[config.mk]
export PLATFORM = sky130hd
export DESIGN_NAME = control_sequencer
export DESIGN_NICKNAME = d
export VERILOG_FILES = /design/src/rtl/src_ctrl_pkg.sv /design/src/rtl/ctrl_decode.sv /design/src/rtl/control_sequencer.sv
export SDC_FILE = /design/constraint.sdc
export NUM_CORES = 1
export LEC_CHECK = 0
export ABC_AREA = 1
export ABC_CLOCK_PERIOD_IN_PS = 5100
export CAP_MARGIN = 20
export CORE_UTILIZATION = 45
export DETAILED_ROUTE_END_ITERATION = 10
export GPL_TIMING_DRIVEN = 0
export PLACE_DENSITY = 0.92
export REMOVE_ABC_BUFFERS = 1
export SETUP_SLACK_MARGIN = 0.4
export SYNTH_ARGS = -nofsm -noshare
export SYNTH_HDL_FRONTEND = slang
export SYNTH_SLANG_ARGS = --single-unit
[constraint.sdc]
create_clock -name clk -period 5.1 [get_ports clk]
set_clock_uncertainty 0.2 [all_clocks]
set_input_delay 0.765 -clock clk [delete_from_list [all_inputs] [get_ports clk]]
set_output_delay 0.765 -clock clk [all_outputs]
set_load 0.03 [all_outputs]
[src/rtl/src_ctrl_pkg.sv]
// Shared opcodes, ALU selects, FSM states and the control-word bundle for the
// Mini SRC hardwired control unit.
package src_ctrl_pkg;

    localparam logic [4:0] OP_LD   = 5'd0;
    localparam logic [4:0] OP_LDI  = 5'd1;
    localparam logic [4:0] OP_ST   = 5'd2;
    localparam logic [4:0] OP_ADD  = 5'd3;
    localparam logic [4:0] OP_SUB  = 5'd4;
    localparam logic [4:0] OP_AND  = 5'd5;
    localparam logic [4:0] OP_OR   = 5'd6;
    localparam logic [4:0] OP_SHR  = 5'd7;
    localparam logic [4:0] OP_SHRA = 5'd8;
    localparam logic [4:0] OP_SHL  = 5'd9;
    localparam logic [4:0] OP_ROR  = 5'd10;
    localparam logic [4:0] OP_ROL  = 5'd11;
    localparam logic [4:0] OP_ADDI = 5'd12;
    localparam logic [4:0] OP_ANDI = 5'd13;
    localparam logic [4:0] OP_ORI  = 5'd14;
    localparam logic [4:0] OP_MUL  = 5'd15;
    localparam logic [4:0] OP_DIV  = 5'd16;
    localparam logic [4:0] OP_NEG  = 5'd17;
    localparam logic [4:0] OP_NOT  = 5'd18;
    localparam logic [4:0] OP_BR   = 5'd19;
    localparam logic [4:0] OP_JR   = 5'd20;
    localparam logic [4:0] OP_JAL  = 5'd21;
    localparam logic [4:0] OP_IN   = 5'd22;
    localparam logic [4:0] OP_OUT  = 5'd23;
    localparam logic [4:0] OP_MFHI = 5'd24;
    localparam logic [4:0] OP_MFLO = 5'd25;
    localparam logic [4:0] OP_NOP  = 5'd26;
    localparam logic [4:0] OP_HALT = 5'd27;

    localparam logic [4:0] ALU_ADD = OP_ADD;
    localparam logic [4:0] ALU_AND = OP_AND;
    localparam logic [4:0] ALU_OR  = OP_OR;

    typedef enum logic [3:0] {
        S_RESET, S_T0, S_T1, S_T2, S_T3, S_T4, S_T5, S_T6, S_T7, S_WAIT, S_HALT
    } state_t;

    typedef enum logic [3:0] {
        C_NOP, C_RTYPE, C_ITYPE, C_UNARY, C_LDI, C_LD, C_ST, C_MULDIV,
        C_BR, C_JR, C_JAL, C_IN, C_OUT, C_MFHI, C_MFLO, C_HALT
    } op_class_t;

    typedef struct packed {
        logic       gra, grb, grc, rin, rout, ba_out;
        logic       pc_out, mdr_out, zhi_out, zlo_out, hi_out, lo_out, c_out, inport_out;
        logic       pc_en, pc_inc, ir_en, mar_en, mdr_en, y_en, zhi_en, zlo_en;
        logic       hi_en, lo_en, outport_en, con_in;
        logic       read, write;
        logic [4:0] alu_control;
        logic       running;
    } ctrl_out_t;

    function automatic op_class_t op_class(input logic [4:0] op);
        case (op)
            OP_ADD, OP_SUB, OP_AND, OP_OR, OP_SHR, OP_SHRA, OP_SHL, OP_ROR, OP_ROL:
                return C_RTYPE;
            OP_ADDI, OP_ANDI, OP_ORI: return C_ITYPE;
            OP_NEG, OP_NOT:           return C_UNARY;
            OP_LDI:                   return C_LDI;
            OP_LD:                    return C_LD;
            OP_ST:                    return C_ST;
            OP_MUL, OP_DIV:           return C_MULDIV;
            OP_BR:                    return C_BR;
            OP_JR:                    return C_JR;
            OP_JAL:                   return C_JAL;
            OP_IN:                    return C_IN;
            OP_OUT:                   return C_OUT;
            OP_MFHI:                  return C_MFHI;
            OP_MFLO:                  return C_MFLO;
            OP_HALT:                  return C_HALT;
            default:                  return C_NOP;
        endcase
    endfunction

    // Final execute step of each class; the FSM leaves for the boundary after it.
    function automatic state_t last_step(input op_class_t cls);
        case (cls)
            C_RTYPE, C_ITYPE, C_LDI: return S_T5;
            C_UNARY, C_JAL:          return S_T4;
            C_LD, C_ST:              return S_T7;
            C_MULDIV, C_BR:          return S_T6;
            default:                 return S_T3;
        endcase
    endfunction

    function automatic logic [4:0] imm_alu(input logic [4:0] op);
        case (op)
            OP_ANDI: return ALU_AND;
            OP_ORI:  return ALU_OR;
            default: return ALU_ADD;
        endcase
    endfunction

endpackage

[src/rtl/ctrl_decode.sv]
// Combinational control-word decode: (state, opcode, con_ff) -> every datapath
// strobe. Only one bus source is ever asserted per step.
module ctrl_decode
    import src_ctrl_pkg::*;
(
    input  state_t     state,
    input  logic [4:0] opcode,
    input  logic       con_ff,
    output ctrl_out_t  ctl
);

    op_class_t w_cls;

    assign w_cls = op_class(opcode);

    always_comb begin
        ctl         = '0;
        ctl.running = (state != S_HALT);
        case (state)
            S_T0: begin
                ctl.pc_out = 1'b1; ctl.mar_en = 1'b1; ctl.pc_inc = 1'b1;
                ctl.zlo_en = 1'b1; ctl.alu_control = ALU_ADD;
            end
            S_T1: begin
                ctl.zlo_out = 1'b1; ctl.pc_en = 1'b1; ctl.read = 1'b1; ctl.mdr_en = 1'b1;
            end
            S_T2: begin
                ctl.mdr_out = 1'b1; ctl.ir_en = 1'b1;
            end
            S_T3: begin
                case (w_cls)
                    C_RTYPE, C_ITYPE: begin ctl.grb = 1'b1; ctl.rout = 1'b1; ctl.y_en = 1'b1; end
                    C_UNARY: begin
                        ctl.grb = 1'b1; ctl.rout = 1'b1; ctl.zlo_en = 1'b1; ctl.alu_control = opcode;
                    end
                    C_LDI, C_LD, C_ST: begin
                        ctl.grb = 1'b1; ctl.rout = 1'b1; ctl.ba_out = 1'b1; ctl.y_en = 1'b1;
                    end
                    C_MULDIV: begin ctl.gra = 1'b1; ctl.rout = 1'b1; ctl.y_en = 1'b1; end
                    C_BR:     begin ctl.gra = 1'b1; ctl.rout = 1'b1; ctl.con_in = 1'b1; end
                    C_JR:     begin ctl.gra = 1'b1; ctl.rout = 1'b1; ctl.pc_en = 1'b1; end
                    C_JAL:    begin ctl.pc_out = 1'b1; ctl.grb = 1'b1; ctl.rin = 1'b1; end
                    C_IN:     begin ctl.inport_out = 1'b1; ctl.gra = 1'b1; ctl.rin = 1'b1; end
                    C_OUT:    begin ctl.gra = 1'b1; ctl.rout = 1'b1; ctl.outport_en = 1'b1; end
                    C_MFHI:   begin ctl.hi_out = 1'b1; ctl.gra = 1'b1; ctl.rin = 1'b1; end
                    C_MFLO:   begin ctl.lo_out = 1'b1; ctl.gra = 1'b1; ctl.rin = 1'b1; end
                    default: ;
                endcase
            end
            S_T4: begin
                case (w_cls)
                    C_RTYPE: begin
                        ctl.grc = 1'b1; ctl.rout = 1'b1; ctl.zlo_en = 1'b1; ctl.alu_control = opcode;
                    end
                    C_ITYPE: begin
                        ctl.c_out = 1'b1; ctl.zlo_en = 1'b1; ctl.alu_control = imm_alu(opcode);
                    end
                    C_UNARY: begin ctl.zlo_out = 1'b1; ctl.gra = 1'b1; ctl.rin = 1'b1; end
                    C_LDI, C_LD, C_ST: begin
                        ctl.c_out = 1'b1; ctl.zlo_en = 1'b1; ctl.alu_control = ALU_ADD;
                    end
                    C_MULDIV: begin
                        ctl.grb = 1'b1; ctl.rout = 1'b1; ctl.zlo_en = 1'b1; ctl.zhi_en = 1'b1;
                        ctl.alu_control = opcode;
                    end
                    C_BR:  begin ctl.pc_out = 1'b1; ctl.y_en = 1'b1; end
                    C_JAL: begin ctl.gra = 1'b1; ctl.rout = 1'b1; ctl.pc_en = 1'b1; end
                    default: ;
                endcase
            end
            S_T5: begin
                case (w_cls)
                    C_RTYPE, C_ITYPE, C_LDI: begin ctl.zlo_out = 1'b1; ctl.gra = 1'b1; ctl.rin = 1'b1; end
                    C_LD, C_ST: begin ctl.zlo_out = 1'b1; ctl.mar_en = 1'b1; end
                    C_MULDIV:   begin ctl.zlo_out = 1'b1; ctl.lo_en = 1'b1; end
                    C_BR: begin
                        ctl.c_out = 1'b1; ctl.zlo_en = 1'b1; ctl.alu_control = ALU_ADD;
                    end
                    default: ;
                endcase
            end
            S_T6: begin
                case (w_cls)
                    C_LD:     begin ctl.read = 1'b1; ctl.mdr_en = 1'b1; end
                    C_ST:     begin ctl.gra = 1'b1; ctl.rout = 1'b1; ctl.mdr_en = 1'b1; end
                    C_MULDIV: begin ctl.zhi_out = 1'b1; ctl.hi_en = 1'b1; end
                    C_BR:     begin ctl.zlo_out = 1'b1; ctl.pc_en = con_ff; end
                    default: ;
                endcase
            end
            S_T7: begin
                case (w_cls)
                    C_LD: begin ctl.mdr_out = 1'b1; ctl.gra = 1'b1; ctl.rin = 1'b1; end
                    C_ST: ctl.write = 1'b1;
                    default: ;
                endcase
            end
            default: ;
        endcase
    end

endmodule

[src/rtl/control_sequencer.sv]
// Mini SRC hardwired control unit: state register and next-state logic.
// Build option SINGLE_STEP_EN adds a step input that gates every fetch.
//
// state   | meaning
// S_RESET | reset / post-reset hold, running=1, no strobes
// S_T0-T2 | instruction fetch
// S_T3-T7 | decode-dependent execute steps
// S_WAIT  | single-step gate before T0 (SINGLE_STEP_EN only)
// S_HALT  | stopped, running=0, left only through clr
module control_sequencer
    import src_ctrl_pkg::*;
#(
    parameter int RESET_PC_HOLD = 1
) (
    input  logic        clk,
    input  logic        clr,
`ifdef SINGLE_STEP_EN
    input  logic        step,
`endif
    input  logic [31:0] ir,
    input  logic        con_ff,
    input  logic        stop,
    output logic        gra,
    output logic        grb,
    output logic        grc,
    output logic        rin,
    output logic        rout,
    output logic        ba_out,
    output logic        pc_out,
    output logic        mdr_out,
    output logic        zhi_out,
    output logic        zlo_out,
    output logic        hi_out,
    output logic        lo_out,
    output logic        c_out,
    output logic        inport_out,
    output logic        pc_en,
    output logic        pc_inc,
    output logic        ir_en,
    output logic        mar_en,
    output logic        mdr_en,
    output logic        y_en,
    output logic        zhi_en,
    output logic        zlo_en,
    output logic        hi_en,
    output logic        lo_en,
    output logic        outport_en,
    output logic        con_in,
    output logic        read,
    output logic        write,
    output logic [4:0]  alu_control,
    output logic        running
);

    localparam int HOLD_W = $clog2(RESET_PC_HOLD + 1);

    state_t            r_state;
    state_t            w_next;
    state_t            w_boundary;
    logic [HOLD_W-1:0] r_hold;
    logic [4:0]        w_opcode;
    logic              w_step_rise;
    logic              w_ir_unused;
    ctrl_out_t         w_ctl;

    assign w_opcode    = ir[31:27];
    assign w_ir_unused = ^ir[26:0];

`ifdef SINGLE_STEP_EN
    logic r_step_d;

    always_ff @(posedge clk or negedge clr) begin
        if (!clr) r_step_d <= 1'b0;
        else      r_step_d <= step;
    end

    assign w_step_rise = step & ~r_step_d;
    assign w_boundary  = stop ? S_HALT : S_WAIT;
`else
    assign w_step_rise = 1'b0;
    assign w_boundary  = stop ? S_HALT : S_T0;
`endif

    always_ff @(posedge clk or negedge clr) begin
        if (!clr) begin
            r_state <= S_RESET;
            r_hold  <= HOLD_W'(RESET_PC_HOLD);
        end else begin
            r_state <= w_next;
            if (r_state == S_RESET && r_hold != '0)
                r_hold <= r_hold - HOLD_W'(1);
        end
    end

    always_comb begin
        w_next = r_state;
        case (r_state)
            S_RESET: if (r_hold == '0) w_next = w_boundary;
            S_WAIT: begin
                if (stop)             w_next = S_HALT;
                else if (w_step_rise) w_next = S_T0;
            end
            S_T0: w_next = S_T1;
            S_T1: w_next = S_T2;
            S_T2: w_next = S_T3;
            S_T3, S_T4, S_T5, S_T6, S_T7: begin
                if (r_state == S_T3 && w_opcode == OP_HALT)
                    w_next = S_HALT;
                else if (r_state == last_step(op_class(w_opcode)))
                    w_next = w_boundary;
                else
                    w_next = state_t'(r_state + 4'd1);
            end
            S_HALT:  w_next = S_HALT;
            default: w_next = S_HALT;
        endcase
    end

    ctrl_decode u_decode (
        .state  (r_state),
        .opcode (w_opcode),
        .con_ff (con_ff),
        .ctl    (w_ctl)
    );

    assign gra         = w_ctl.gra;
    assign grb         = w_ctl.grb;
    assign grc         = w_ctl.grc;
    assign rin         = w_ctl.rin;
    assign rout        = w_ctl.rout;
    assign ba_out      = w_ctl.ba_out;
    assign pc_out      = w_ctl.pc_out;
    assign mdr_out     = w_ctl.mdr_out;
    assign zhi_out     = w_ctl.zhi_out;
    assign zlo_out     = w_ctl.zlo_out;
    assign hi_out      = w_ctl.hi_out;
    assign lo_out      = w_ctl.lo_out;
    assign c_out       = w_ctl.c_out;
    assign inport_out  = w_ctl.inport_out;
    assign pc_en       = w_ctl.pc_en;
    assign pc_inc      = w_ctl.pc_inc;
    assign ir_en       = w_ctl.ir_en;
    assign mar_en      = w_ctl.mar_en;
    assign mdr_en      = w_ctl.mdr_en;
    assign y_en        = w_ctl.y_en;
    assign zhi_en      = w_ctl.zhi_en;
    assign zlo_en      = w_ctl.zlo_en;
    assign hi_en       = w_ctl.hi_en;
    assign lo_en       = w_ctl.lo_en;
    assign outport_en  = w_ctl.outport_en;
    assign con_in      = w_ctl.con_in;
    assign read        = w_ctl.read;
    assign write       = w_ctl.write;
    assign alu_control = w_ctl.alu_control;
    assign running     = w_ctl.running;

endmodule

**Word level (Yosys, flattened, before mapping)**

Memories as Yosys holds them, arrays and structs flattened.
Index checks and enable logic that the tools add are counted.

- Register bits after elaboration: 5
- Memory bits (read-only): 320
- Bits of input ports: 36
- Word-level logic and storage cells: 118
- Memories: 3

- Add/subtract/negate cells: 2
- Equal/unequal tests: 30
- Mux-type cells: 64
- Reduce and logical (&&, ||, !) cells: 17

Memories:

| name | words | width | read ports | clocked after memory_dff | wr ports | RTL line | source |
|---|---|---|---|---|---|---|---|
| (no name shown) | 32 | 4 | 1 | 0 | 0 | src_ctrl_pkg.sv:58 | `case (op)` |
| (no name shown) | 32 | 4 | 1 | 0 | 0 | src_ctrl_pkg.sv:58 |  |
| (no name shown) | 16 | 4 | 1 | 0 | 0 | src_ctrl_pkg.sv:81 | `case (cls)` |

Operators by type and width:

| kind | count |
|---|---|
| equality test 4 bit (second input constant) | 9 |
| 2-to-1 mux 4 bit | 9 |
| 2-to-1 mux 1 bit | 33 |
| equality test 4 x 3 -> 1 bit (second input constant) | 8 |
| one-hot mux 4 bit (6 select lines) | 1 |
| one-hot mux 5 bit (4 select lines) | 1 |
| equality test 4 x 2 -> 1 bit (second input constant) | 4 |
| one-hot mux 1 bit (4 select lines) | 4 |
| one-hot mux 5 bit (3 select lines) | 1 |
| one-hot mux 1 bit (2 select lines) | 7 |
| OR reduction 7 bit | 2 |
| equality test 5 x 4 -> 1 bit (second input constant) | 2 |
| OR reduction 10 bit | 1 |
| OR reduction 3 bit | 3 |
| equality test 4 x 1 -> 1 bit (second input constant) | 2 |
| OR reduction 4 bit | 2 |
| 2-to-1 mux 2 bit | 3 |
| one-hot mux 1 bit (3 select lines) | 2 |
| one-hot mux 3 bit (2 select lines) | 1 |
| OR reduction 2 bit | 3 |
| OR reduction 6 bit | 1 |
| equality test 5 bit (second input constant) | 1 |
| 2-to-1 mux 5 bit | 1 |
| one-hot mux 1 bit (5 select lines) | 1 |
| 9 further kinds | 11 |

**Depth between registers and ports, before layout**

Gate-level depths: netlist of run 1.
An unclocked memory read counts as a cell.

- Word-level depth: 11
- Mapped depth: 19

**By module**

A second synthesis of run 1 with hierarchy kept.

- Cell total of the unflattened synthesis: 346
- Area, all modules: 1960.6 um^2

Modules (own cells, without submodules):

| module | instances | cells an instance | area an instance (um^2) | seq. area each (um^2) |
|---|---|---|---|---|
| ctrl_decode | 1 | 213 | 1106.1 | 0.0 |
| control_sequencer | 1 | 133 | 854.6 | 126.4 |

**Worst setup path before layout of run 1**

OpenSTA, ideal clock, no wires.

- Path type: input-to-output
- Start point: input ir[27]
- End point: output gra
- Arrival time: 3.082 ns
- Data required time: 4.135 ns
- Path slack: 1.053 ns
- Stages: 11
- Cell sequence: inv_1 ha_1 inv_1 o21ai_0 o21ai_0 a21oi_1 ha_1 inv_1 nor3_1 nor3_1 nand3_1

- Cells in the longest elaborated chain, start to end: 5
- Elaborated cells between the ends (all ways): 24

RTL lines:

| item | RTL line | source |
|---|---|---|
| start: declaration | control_sequencer.sv:20 | `input logic [31:0] ir,` |
| memory read (32 x 4 bit) (*) | - |  |
| equality test 4 bit (tied with other cells) | ctrl_decode.sv:31 | `case (w_cls)` |
| OR reduction 7 bit (no source line) (tied with other cells) | - |  |
| 2-to-1 mux 1 bit (on tied branches) | ctrl_decode.sv:31, ctrl_decode.sv:51, ctrl_decode.sv:72 |  |
| one-hot mux 1 bit (5 select lines) (*) | ctrl_decode.sv:19 | `case (state)` |
| end: declaration | control_sequencer.sv:23 | `output logic gra,` |

Every way passes the cells marked *; elsewhere a longest branch is shown, timed or not.

**Worst setup path in the final report of run 1**

- Start point: input ir[27]
- End point: output alu_control[1]

- Cells in the longest elaborated chain, start to end: 5
- Elaborated cells between the ends (all ways): 18

RTL lines:

| item | RTL line | source |
|---|---|---|
| memory read (32 x 4 bit) | - |  |
| equality test 4 x 3 -> 1 bit or equality test 4 x 1 -> 1 bit (tied branches) | ctrl_decode.sv:51 | `case (w_cls)` |
| OR reduction 3 bit or OR reduction 2 bit (tied branches) | - |  |
| one-hot mux 5 bit (3 select lines) | ctrl_decode.sv:51 |  |
| one-hot mux 5 bit (4 select lines) (*) | ctrl_decode.sv:19 |  |
| end: declaration | control_sequencer.sv:51 | `output logic [4:0] alu_control,` |

Marks and branches as above.

==> impl_results.md, run 1 <==
* PortBufs at 42
* Number of antenna violations at the first check in global routing at 0
* Drt drc at 0
* Cts hold-fix bufs at 0
* Synthesized instance count at 256
* Grt met2 use at 44.7%
* Vias in the first global route at around 1600
* Synthesized area per cell at 5.58 sq um
* Max VDD drop at 0.238 mV
* P per Cell Area at roughly 280 nW/um^2
* Rows at 20
* Slew Limit Fails at 0
* Clock Path Buffers at 2
* Met1 Use GR at 29.9%
* Synth top area share at 12.3%
* Tmin final at 4.46 ns
* # H-tree levels at 1
* Number of vias per cell at 5.29
* FF+latch count, synth at 5
* Leak at 0.955 nW
* First-pass GRT wire length at 6800 um
* Largest net degree at the start of global routing at 12
* Pre-Repair DR Iteration Count at 4
* Wirelength, routed at 4120 um
* RSZ-0062 raised after global routing: false
* WS Path Type: in2out
* Vias at 1832
* Synth top area cells: ha_1, nand2_1, nor2_1
* Final Hold Fails at 0
* Max_cap viols at 0
* Fin crit share at 87.4%
* Grt total ovfl at 0
* DIE WIDTH at 58.3 um
* Slew margin rel. at 73.4%
* TritonCTS clock tree: done
* Global-route usage over all layers at 25.4%
* GRT Max-Usage Layer: met2
* Die Height at 58.3 um
* Dpl hpwl at 3370 um
* Status: finished, final reports clean
* Final #Nets at 353
* Least-Margin Pin Slew at 0.398 ns
* Clock Pin Slew Worst Setup and Hold Paths at 0.04 ns
* Critical path endpoint category: primary output
* Cell area after synthesis at 1430 sq um
* First-iteration detailed-routing DRC count at 90
* DRT antenna net count at 0
* CTS root buf: clkbuf_4
* Fraction of layout cells with a size suffix above 1 at 14.9%
* Clk Latency, worst-skew pair at 0.25 ns
* Met3 usage at 5.05%
* Initial Util at 47.1%
* Cell variety after synth at 34
* Die ar. at 3400 sq um
* Total number of yosys warnings at 0
* CP arrival at approximately 3.5 ns
* Total power at 0.545 mW
* Hold Crit Class: reg2reg
* Layout Area Growth over Synthesis at 34.8%
* Sequential cell area fraction in the yosys report at approximately 9%
* Setup TNS at 0 ns
* Worst-path fanout max at 6
* # IOs at 70
* Final setup violation count at 0
* Setup crit start kind: input pin
* Inserted Diodes at 0
* CP required at around 4.1 ns
* Routed length per instance at 11.9 um
* Clock buffer count from CTS at 3
* Routability cong. at slightly above 1
* Fmax at 224 MHz
* Clk sinks at 5
* Area leader, netlist: ha_1
* Core region area at 3030 sq um
-- placed cells by master, fill, tap and decap left out, drive strengths merged, types with 4 or more instances in the layout --
cell type,count
nand2,55
inv,48
nor2,47
nand3,25
o21ai,21
clkdlybuf4s50,20
ha,14
nor3,9
a21oi,9
dlygate4sd2,8
clkdlybuf4s15,8
clkbuf,7
nand4,5
dfrtp,4
-- metal layers --
metal,share of wire [%],wire length (um),vias up
met5,0,0,-
met4,2.2,91,0
met3,6.3,259,11
met2,49,2030,79
met1,42,1740,820
li1,-,-,922
-- logic make-up (layout without fill, tap and decap cells) --
logic type,after synthesis,after routing,share of synthesized area (%)
and+or+nand+nor,145,145,47.7
buffers and inverters,50,96,13.9
AOI/OAI and AO/OA,40,40,16.0
adders and majority gates,14,14,12.3
DFF,5,5,8.85
xor gates and xnor gates,2,2,1.23
-- cell usage after synthesis, drive strengths merged --
master	count
inv	48
nand4	5
xor2	1
o21a	2
nand3	25
xnor2	1
nand2	55
o22ai	1
buf	2
nor4	2
nor2	47
a31oi	1
o21bai	1
o21ai	21
o211ai	3
ha	14
o221ai	2
dfrtp	4
nor3	9
nor3b	1
dfstp	1
nand3b	1
a21oi	9
-- timing repair --
action                                  CTS  global route
buffers inserted                          2             0
pin swaps                                 2             1
endpoints found under the hold margin     0             0
endpoints found under the setup margin   23            28
resized for setup                        48             8
-- path summary, 6_finish.rpt --
kind / startpoint / slack, ns / cells past startpoint / to
setup / recovery: ir[27] / 0.64 / 17 / alu_control[1]
hold / removal: r_hold / 0.26 / 2 / r_hold
setup reg to reg: r_state[1] / 2.80 / 9 / r_state[1]
hold reg to reg: r_hold / 0.26 / 2 / r_hold
max in group asynchronous: clr / 3.92 / 1 / r_hold
min in group asynchronous: clr / 0.53 / 1 / r_state[3]
-- power by group --
group	switching (mW)	total [mW]	internal (mW)	leakage (nW)
Clock	0.0163	0.0459	0.0296	0.0150
Sequential	0.0236	0.0790	0.0554	0.0578
Combinational	0.268	0.420	0.153	0.883
Total	0.308	0.545	0.238	0.955
-- area by class of cell --
cell class / count / area, sq um
clock buffer: 4 / 26.3
fill: 272 / 1100
inverter: 48 / 180
multi-input combinational: 201 / 1110
sequential: 5 / 126
tap: 44 / 55.1
timing repair buffer: 44 / 423
-- flip-flops by register name, indices dropped and copies added, names as in the netlist --
register and cells:
r_hold 1, r_state 4
-- worst max-delay path, stage by stage --
cell and delay, ns:
clkdlybuf4s15_1 0.28, inv_2 0.10, ha_1 0.31, inv_1 0.05, o21ai_0 0.18, o21ai_0 0.12, a21oi_1 0.20, buf_4 0.15
ha_1 0.20, nand2_1 0.13, nor2_1 0.19, inv_1 0.08, nor2_1 0.15, nor2_2 0.10, o21a_1 0.18, o211ai_1 0.08
clkbuf_4 0.21
-- per-stage QoR --
step | utilization, % | instances | hold WS, ns | setup slack (ns) | cell area, sq um
finish | 63.6 | 346 | 0.264 | 0.644 | 1920
global route | 63.6 | 346 | 0.281 | 0.425 | 1920
CTS | 63.8 | 346 | 0.265 | 0.278 | 1930
detailed placement | 62.2 | 340 | 0.258 | -0.101 | 1880
global placement | 62.2 | 340 | 0.248 | -0.00487 | 1880
floorplan | - | 254 | 0.237 | 1.05 | 1410
No activity file was read; power rests on OpenSTA's default activity.
==> inputs of run 2 (changes only) <==
--- a/config.mk
+++ b/config.mk
@@ -8,10 +8,10 @@
 export ABC_AREA = 1
 export ABC_CLOCK_PERIOD_IN_PS = 5100
 export CAP_MARGIN = 20
-export CORE_UTILIZATION = 45
+export CORE_UTILIZATION = 35
 export DETAILED_ROUTE_END_ITERATION = 10
 export GPL_TIMING_DRIVEN = 0
-export PLACE_DENSITY = 0.92
+export PLACE_DENSITY = 0.75
 export REMOVE_ABC_BUFFERS = 1
 export SETUP_SLACK_MARGIN = 0.4
 export SYNTH_ARGS = -nofsm -noshare
==> run 2 against run 1 <==
  * Final cell count is 0.87% higher
  * Flip-flop and latch count unchanged
  * Maximum frequency is 0.49% lower
  * Critical path type unchanged
  * Sequential power increased by 2%
  * Hold slack worse by 0.0073 ns
  * Combinational power about the same
  * Power up 4.3%
  * Largest power group unchanged
==> impl_results.md, run 2 (synthesis gave the netlist of run 1 again) <==
* Status: finished, final reports clean
* Number of antenna violations at the first check in global routing at 0
* Routability cong. at 0.952
* Initial Util at a little under two fifths
* Met2 routed WL at 1940 um
* Hold path cells at 2
* Layout Area Growth over Synthesis at 35.8%
* Worst r2r src: r_state[1]
* Wirelength, routed at around 4000 um
* Vias in the first global route at 1573
* CP arrival at ~3.5 ns
* Tmin final at 4.48 ns
* Setup TNS at 0 ns
* Slew margin rel. at 74.8%
* Worst path max stage delay at 0.69 ns
* PortBufs at 42
* CP max stage cell: clkdlybuf4s50_1
* CP Cell Sequence: dlygate4sd2_1, inv_1, ha_1, inv_1, o21ai_0, o21ai_0, a21oi_2, inv_1, ha_1, inv_1, nor2_1, nor2_1, o21ai_0, clkdlybuf4s50_1
* Clock power share at 12.4%
* CP required at between 4 and 5 ns
* DIE WIDTH at around 66 um
* Routed length per instance at approximately 12 um
* # H-tree levels at 1
* Core Util, Final at 51.0%
* Worst reg2reg endpoint: r_state[1]
* Flop-to-flop setup slack at 2.80 ns
* Global-route usage over all layers at 19.2%
* Slew Limit Fails at 0
* Grt total ovfl at 0
* Sw Ratio at 54.5%
* Final setup violation count at 0
* DRT antenna net count at 0
* Clk Latency, worst-skew pair at 0.22 ns
* Inserted Diodes at 0
* Top flop regs: r_state: 4 flops, r_hold: 1 flops
* Largest net degree at the start of global routing at 12
* Hold Crit Class: reg2reg
* Sequential share of power at between 10% and 20%
* Die ar. at around 4300 sq um
* Leak at 1.02 nW
* Min-delay src: r_hold
* Drt drc at 0
* CTS root buf: clkbuf_8
* Worst hold slack at 0.256 ns
* # IOs at 70
* Hold Path Sink: r_hold
* Final #Nets at 352
* Placed insts at 344
* RSZ-0062 raised after global routing: false
* Fin crit share at 87.8%
* TritonCTS clock tree: done
* R2R cell count at 9
* Clock Path Buffers at 2
* Fillers at 406
* Clock buffer count from CTS at 3
* Least-Margin Pin Slew at about 0.38 ns
* Rows at 22
* WS Path Type: in2out
* Fraction of layout cells with a size suffix above 1 at between 10% and 20%
* Internal Power at 0.259 mW
* Psw at 0.310 mW
* Max VDD drop at roughly 0.26 mV
* Vias at 1786
* Cts hold-fix bufs at 0
* Fmax at 223 MHz
* DRT met1 WL at 1880 um
* DR WL met3 at 216 um
* Number of vias per cell at 5.12
* Commonest non-fill, non-tap cell in the layout: nand2_1
* Pre-Repair DR Iteration Count at 4
* Reg with most FFs: r_state
* Core region area at 3800 sq um
* Final Hold Fails at 0
* Setup crit start kind: input pin
* Most frequent cells in the layout: nand2_1, nor2_1, inv_1
* First-pass GRT wire length at 6620 um
* Area occupied by multi-input gates at approximately 1100 sq um
* P per Cell Area at between 200 and 300 nW/um^2
* Dpl hpwl at ~3400 um
* FF/Latch Area at 126 sq um
* Non-filler cells in the finished layout at 349
* Critical path endpoint category: primary output
* Max FFs per register at 4
* Die Height at 65.9 um
* Clock Pin Slew Worst Setup and Hold Paths at 0.03 ns
* Worst-path fanout max at 5
* Most used cell, CP: inv_1
* Max_cap viols at 0
* Clk sinks at 5
* Comb power frac at 73.4%
* First-iteration detailed-routing DRC count at 73
* Top sig layer: met4
[run 2: cell count changes in the layout (fill, tap and decap cells not counted), moves of 2 or more]
cell,previous run,this run
clkbuf_8,0,3
clkdlybuf4s50_1,20,24
dlymetal6s2s_1,2,5
clkbuf_4,4,0
clkdlybuf4s15_2,6,0
clkdlybuf4s15_1,2,0
buf_4,3,1
[run 2: power by group through the flow]
stage	clock (mW)	sequential [mW]	combinational [mW]
after floorplan	0	0.0732	0.295
after global placement	0	0.0800	0.418
after detailed placement	0	0.0806	0.419
after CTS	0.0730	0.0802	0.416
after global routing	0.0776	0.0824	0.465
final	0.0707	0.0807	0.417
[run 2: through the flow]
| step | setup slack [ns] | instance area (sq um) | total power [mW] |
|---|---|---|---|
| 2_1_floorplan | 1.05 | 1410 | 0.368 |
| 5_1_grt | 0.411 | 1940 | 0.625 |
| 4_1_cts | 0.302 | 1920 | 0.569 |
| 3_5_place_dp | -0.0312 | 1890 | 0.500 |
| 6_report | 0.622 | 1940 | 0.569 |
| 3_3_place_gp | -0.0113 | 1890 | 0.498 |
[run 2: timing repair]
item / CTS / global route
endpoints found under the setup margin: 21 / 25
resized for setup: 20 / 13
pin swaps: 1 / 1
buffers inserted: 0 / 1
[run 2: cell type report]
class                      count  area share [%]
sequential                     5            6.52
timing repair buffer          43            21.1
clock buffer                   4            2.32
inverter                      48            9.30
tap                           48            3.10
multi-input combinational    201            57.6
[run 2: per-layer routing]
| metal | track usage, % | vias up |
|---|---|---|
| met5 | 0 | - |
| met4 | 2.72 | 0 |
| met3 | 2.59 | 4 |
| met2 | 33.7 | 69 |
| met1 | 25.2 | 797 |
| li1 | - | 916 |
[run 2: worst max path at each step]
stage	start	end	slack [ns]	depth (start not counted)
finish	ir[27]	mdr_en	0.62	14
global route	ir[27]	mdr_en	0.41	13
CTS	ir[28]	alu_control[1]	0.30	16
detailed placement	ir[27]	alu_control[1]	-0.03	16
global placement	ir[27]	alu_control[0]	-0.01	16
floorplan	ir[27]	gra	1.05	11
[run 2: critical path, delay by kind of cell]
family                     cells  cell delay [ns]
and+or+nand+nor                2             0.25
buffers and inverters          6             1.39
adders and majority gates      2             0.54
AOI/OAI and AO/OA              4             0.57
==> inputs of run 3 (changes only) <==
--- a/config.mk
+++ b/config.mk
@@ -5,13 +5,13 @@
 export SDC_FILE = /design/constraint.sdc
 export NUM_CORES = 1
 export LEC_CHECK = 0
-export ABC_AREA = 1
+export ABC_AREA = 0
 export ABC_CLOCK_PERIOD_IN_PS = 5100
 export CAP_MARGIN = 20
 export CORE_UTILIZATION = 35
 export DETAILED_ROUTE_END_ITERATION = 10
 export GPL_TIMING_DRIVEN = 0
-export PLACE_DENSITY = 0.75
+export PLACE_DENSITY = 0.72
 export REMOVE_ABC_BUFFERS = 1
 export SETUP_SLACK_MARGIN = 0.4
 export SYNTH_ARGS = -nofsm -noshare
==> run 3 against run 2 <==
  * Hold slack better by 0.033 ns
  * Cell area up 8.0%
  * Register-to-register slack worse by 0.19 ns
  * Critical path type unchanged
  * Core utilization down 3.6 points
  * Critical endpoint is now rin
==> impl_results.md, run 3 <==
* Status: finished, final reports clean
* RSZ-0062 raised after global routing: false
* Number of antenna violations at the first check in global routing at 0
* Internal Power at 0.354 mW
* Synth top area cells: ha_1, dfrtp_1, nor2_1
* Setup crit start kind: input pin
* Most used cell, CP: inv_1
* CP delay by family, top: buffers and inverters
* Inserted Diodes at 0
* Final #Nets at 321
* Dpl ws at -0.420 ns
* Critical path endpoint category: primary output
* Synthesized area per cell at between 6 and 7 sq um
* Most common cell in the synthesized netlist: nor2_1
* Top flop regs: r_state: 4 flops, r_hold: 1 flops
* Worst-path fanout max at 7
* Tmin final at 4.48 ns
* Fmax at 223 MHz
* Pre-Repair DR Iteration Count at 4
* Reg with most FFs: r_state
* DIE WIDTH at 70.0 um
* Clk Latency, worst-skew pair at 0.23 ns
* Most frequent cells in the layout: nor2_1, clkdlybuf4s50_1, nand2_1
* Clock Pin Slew Worst Setup and Hold Paths at 0.03 ns
* Placed insts at roughly 310
* Worst hold slack at 0.289 ns
* Area post-placement at 2020 sq um
* Final setup violation count at 0
* Layout Area Growth over Synthesis at 29.2%
* Fin crit share at 87.8%
* Sequential share of power at between 10% and 20%
* Cts hold-fix bufs at 0
* CP required at 4.14 ns
* Wirelength, routed at 4710 um
* Ys flop type: dfrtp_1
* Clock power share at 9.7%
* Worst path max stage delay at roughly 0.4 ns
* WS Path Type: in2out
* First-iteration detailed-routing DRC count at 278
* Sw Ratio at between 50% and 60%
* Hold Crit Class: reg2reg
* First-pass GRT wire length at 7620 um
* PortBufs at 42
* Grt total ovfl at 0
* Comb power frac at 78.7%
* Dpl hpwl at about 3600 um
* Slew margin rel. at approximately 55%
* Commonest cells in the netlist: nor2_1, nand2_1, ha_1, inv_1, o21ai_0
* Rows at 24
* Least-Margin Pin Slew at around 0.66 ns
* Non-filler cells in the finished layout at 322
* Leak at 0.919 nW
* Routability cong. at 0.905
* Slew Limit Fails at 0
* Sequential cell area fraction in the yosys report at 7.80%
* Largest net degree at the start of global routing at 24
* CP arrival at 3.51 ns
* CTS root buf: clkbuf_8
* Area leader, netlist: ha_1
* Max_cap viols at 0
* Cell variety after synth at between 50 and 60
* Drt drc at 0
* Die Height at ~70 um
* Finished Cell Area at 2090 sq um
* Cell area after synthesis at 1620 sq um
* Number of vias per cell at about 5.7
* Buf/Inv on CP at 6
* Fraction of layout cells with a size suffix above 1 at 13.0%
* Max VDD drop at 0.187 mV
* Psw at ~0.44 mW
* Synth top area share at a little over a tenth
* Fraction of registers with async set/reset at between 90% and 100%
* Final setup margin at 0.624 ns
* P per Cell Area at 378 nW/um^2
* Vias at between 1500 and 2000
* # H-tree levels at 1
* Initial Util at 36.7%
* Final Hold Fails at 0
* TritonCTS clock tree: done
* # IOs at 70
* Vias in the first global route at 1628
* Global-route usage over all layers at between 10% and 20%
* Total number of yosys warnings at 0
* CP max stage cell: clkdlybuf4s15_1
* FF+latch count, synth at 5
* Max FFs per register at 4
* Clk sinks at 5
* Die ar. at 4910 sq um
* Post-synth EDFFs at 0
* CP Cell Sequence: clkbuf_2, inv_1, ha_1, inv_1, mux2i_1, a22oi_1, mux2i_1, buf_4, ha_2, inv_1, nor4_2, o22ai_1, o311a_1, o31ai_1, clkdlybuf4s15_1
* Routed length per instance at 14.6 um
* Clock Path Buffers at 2
* Setup TNS at 0 ns
* Core region area at 4410 sq um
* DRT antenna net count at 0
* Clock buffer count from CTS at 3
* Synthesized instance count at 235
[run 3: path summary, 6_finish.rpt]
check | depth (start not counted) | end | slack [ns] | startpoint
min in group asynchronous | 1 | r_state[1] | 0.56 | clr
max in group asynchronous | 1 | r_hold | 3.89 | clr
setup / recovery | 15 | rin | 0.62 | ir[27]
hold / removal | 1 | r_hold | 0.29 | r_hold
hold reg to reg | 1 | r_hold | 0.29 | r_hold
setup reg to reg | 8 | r_state[1] | 2.61 | r_state[1]
[run 3: logic make-up after synthesis]
family	Yosys count	share of synthesized area, %
and+or+nand+nor	107	34.4
DFF	5	7.80
AOI/OAI and AO/OA	68	29.6
adders and majority gates	14	10.8
xor gates and xnor gates	2	1.08
muxes	10	7.88
buffers and inverters	29	8.42
[run 3: per-layer routing]
| layer | share of wire (%) | up-vias | GRT usage (%) | routed length (um) |
|---|---|---|---|---|
| li1 | - | 926 | - | - |
| met1 | 46 | 828 | 25.8 | 2170 |
| met2 | 46 | 80 | 30.0 | 2170 |
| met3 | 6.1 | 8 | 3.32 | 287 |
| met4 | 1.8 | 0 | 7.11 | 86 |
| met5 | 0 | - | 0 | 0 |
[run 3: layout make-up]
class | count | area (sq um)
Fill cell | 474 | 2320
Multi-Input combinational cell | 201 | 1390
Timing Repair Buffer | 46 | 413
Sequential cell | 5 | 126
Tap cell | 52 | 65.1
Inverter | 14 | 52.6
Clock buffer | 4 | 45.0
[run 3: power by group through the flow]
stage	registers [mW]	clock network (mW)	logic, mW
after detailed placement	0.0915	0	0.625
after global placement	0.0912	0	0.621
after CTS	0.0912	0.0785	0.621
final	0.0922	0.0766	0.624
after global routing	0.0973	0.0813	0.675
after floorplan	0.0822	0	0.440
[run 3: per-stage QoR]
stage,power (mW),utilization [%]
floorplan,0.522,-
global placement,0.712,45.8
detailed placement,0.717,45.8
CTS,0.791,47.8
global route,0.854,47.4
finish,0.792,47.4
[run 3: timing repair]
action / in CTS / in global routing
buffers inserted: 4 / 0
setup endpoints to repair: 30 / 22
resized for setup: 28 / 19
hold endpoints to repair: 0 / 0
pin swaps: 1 / 0
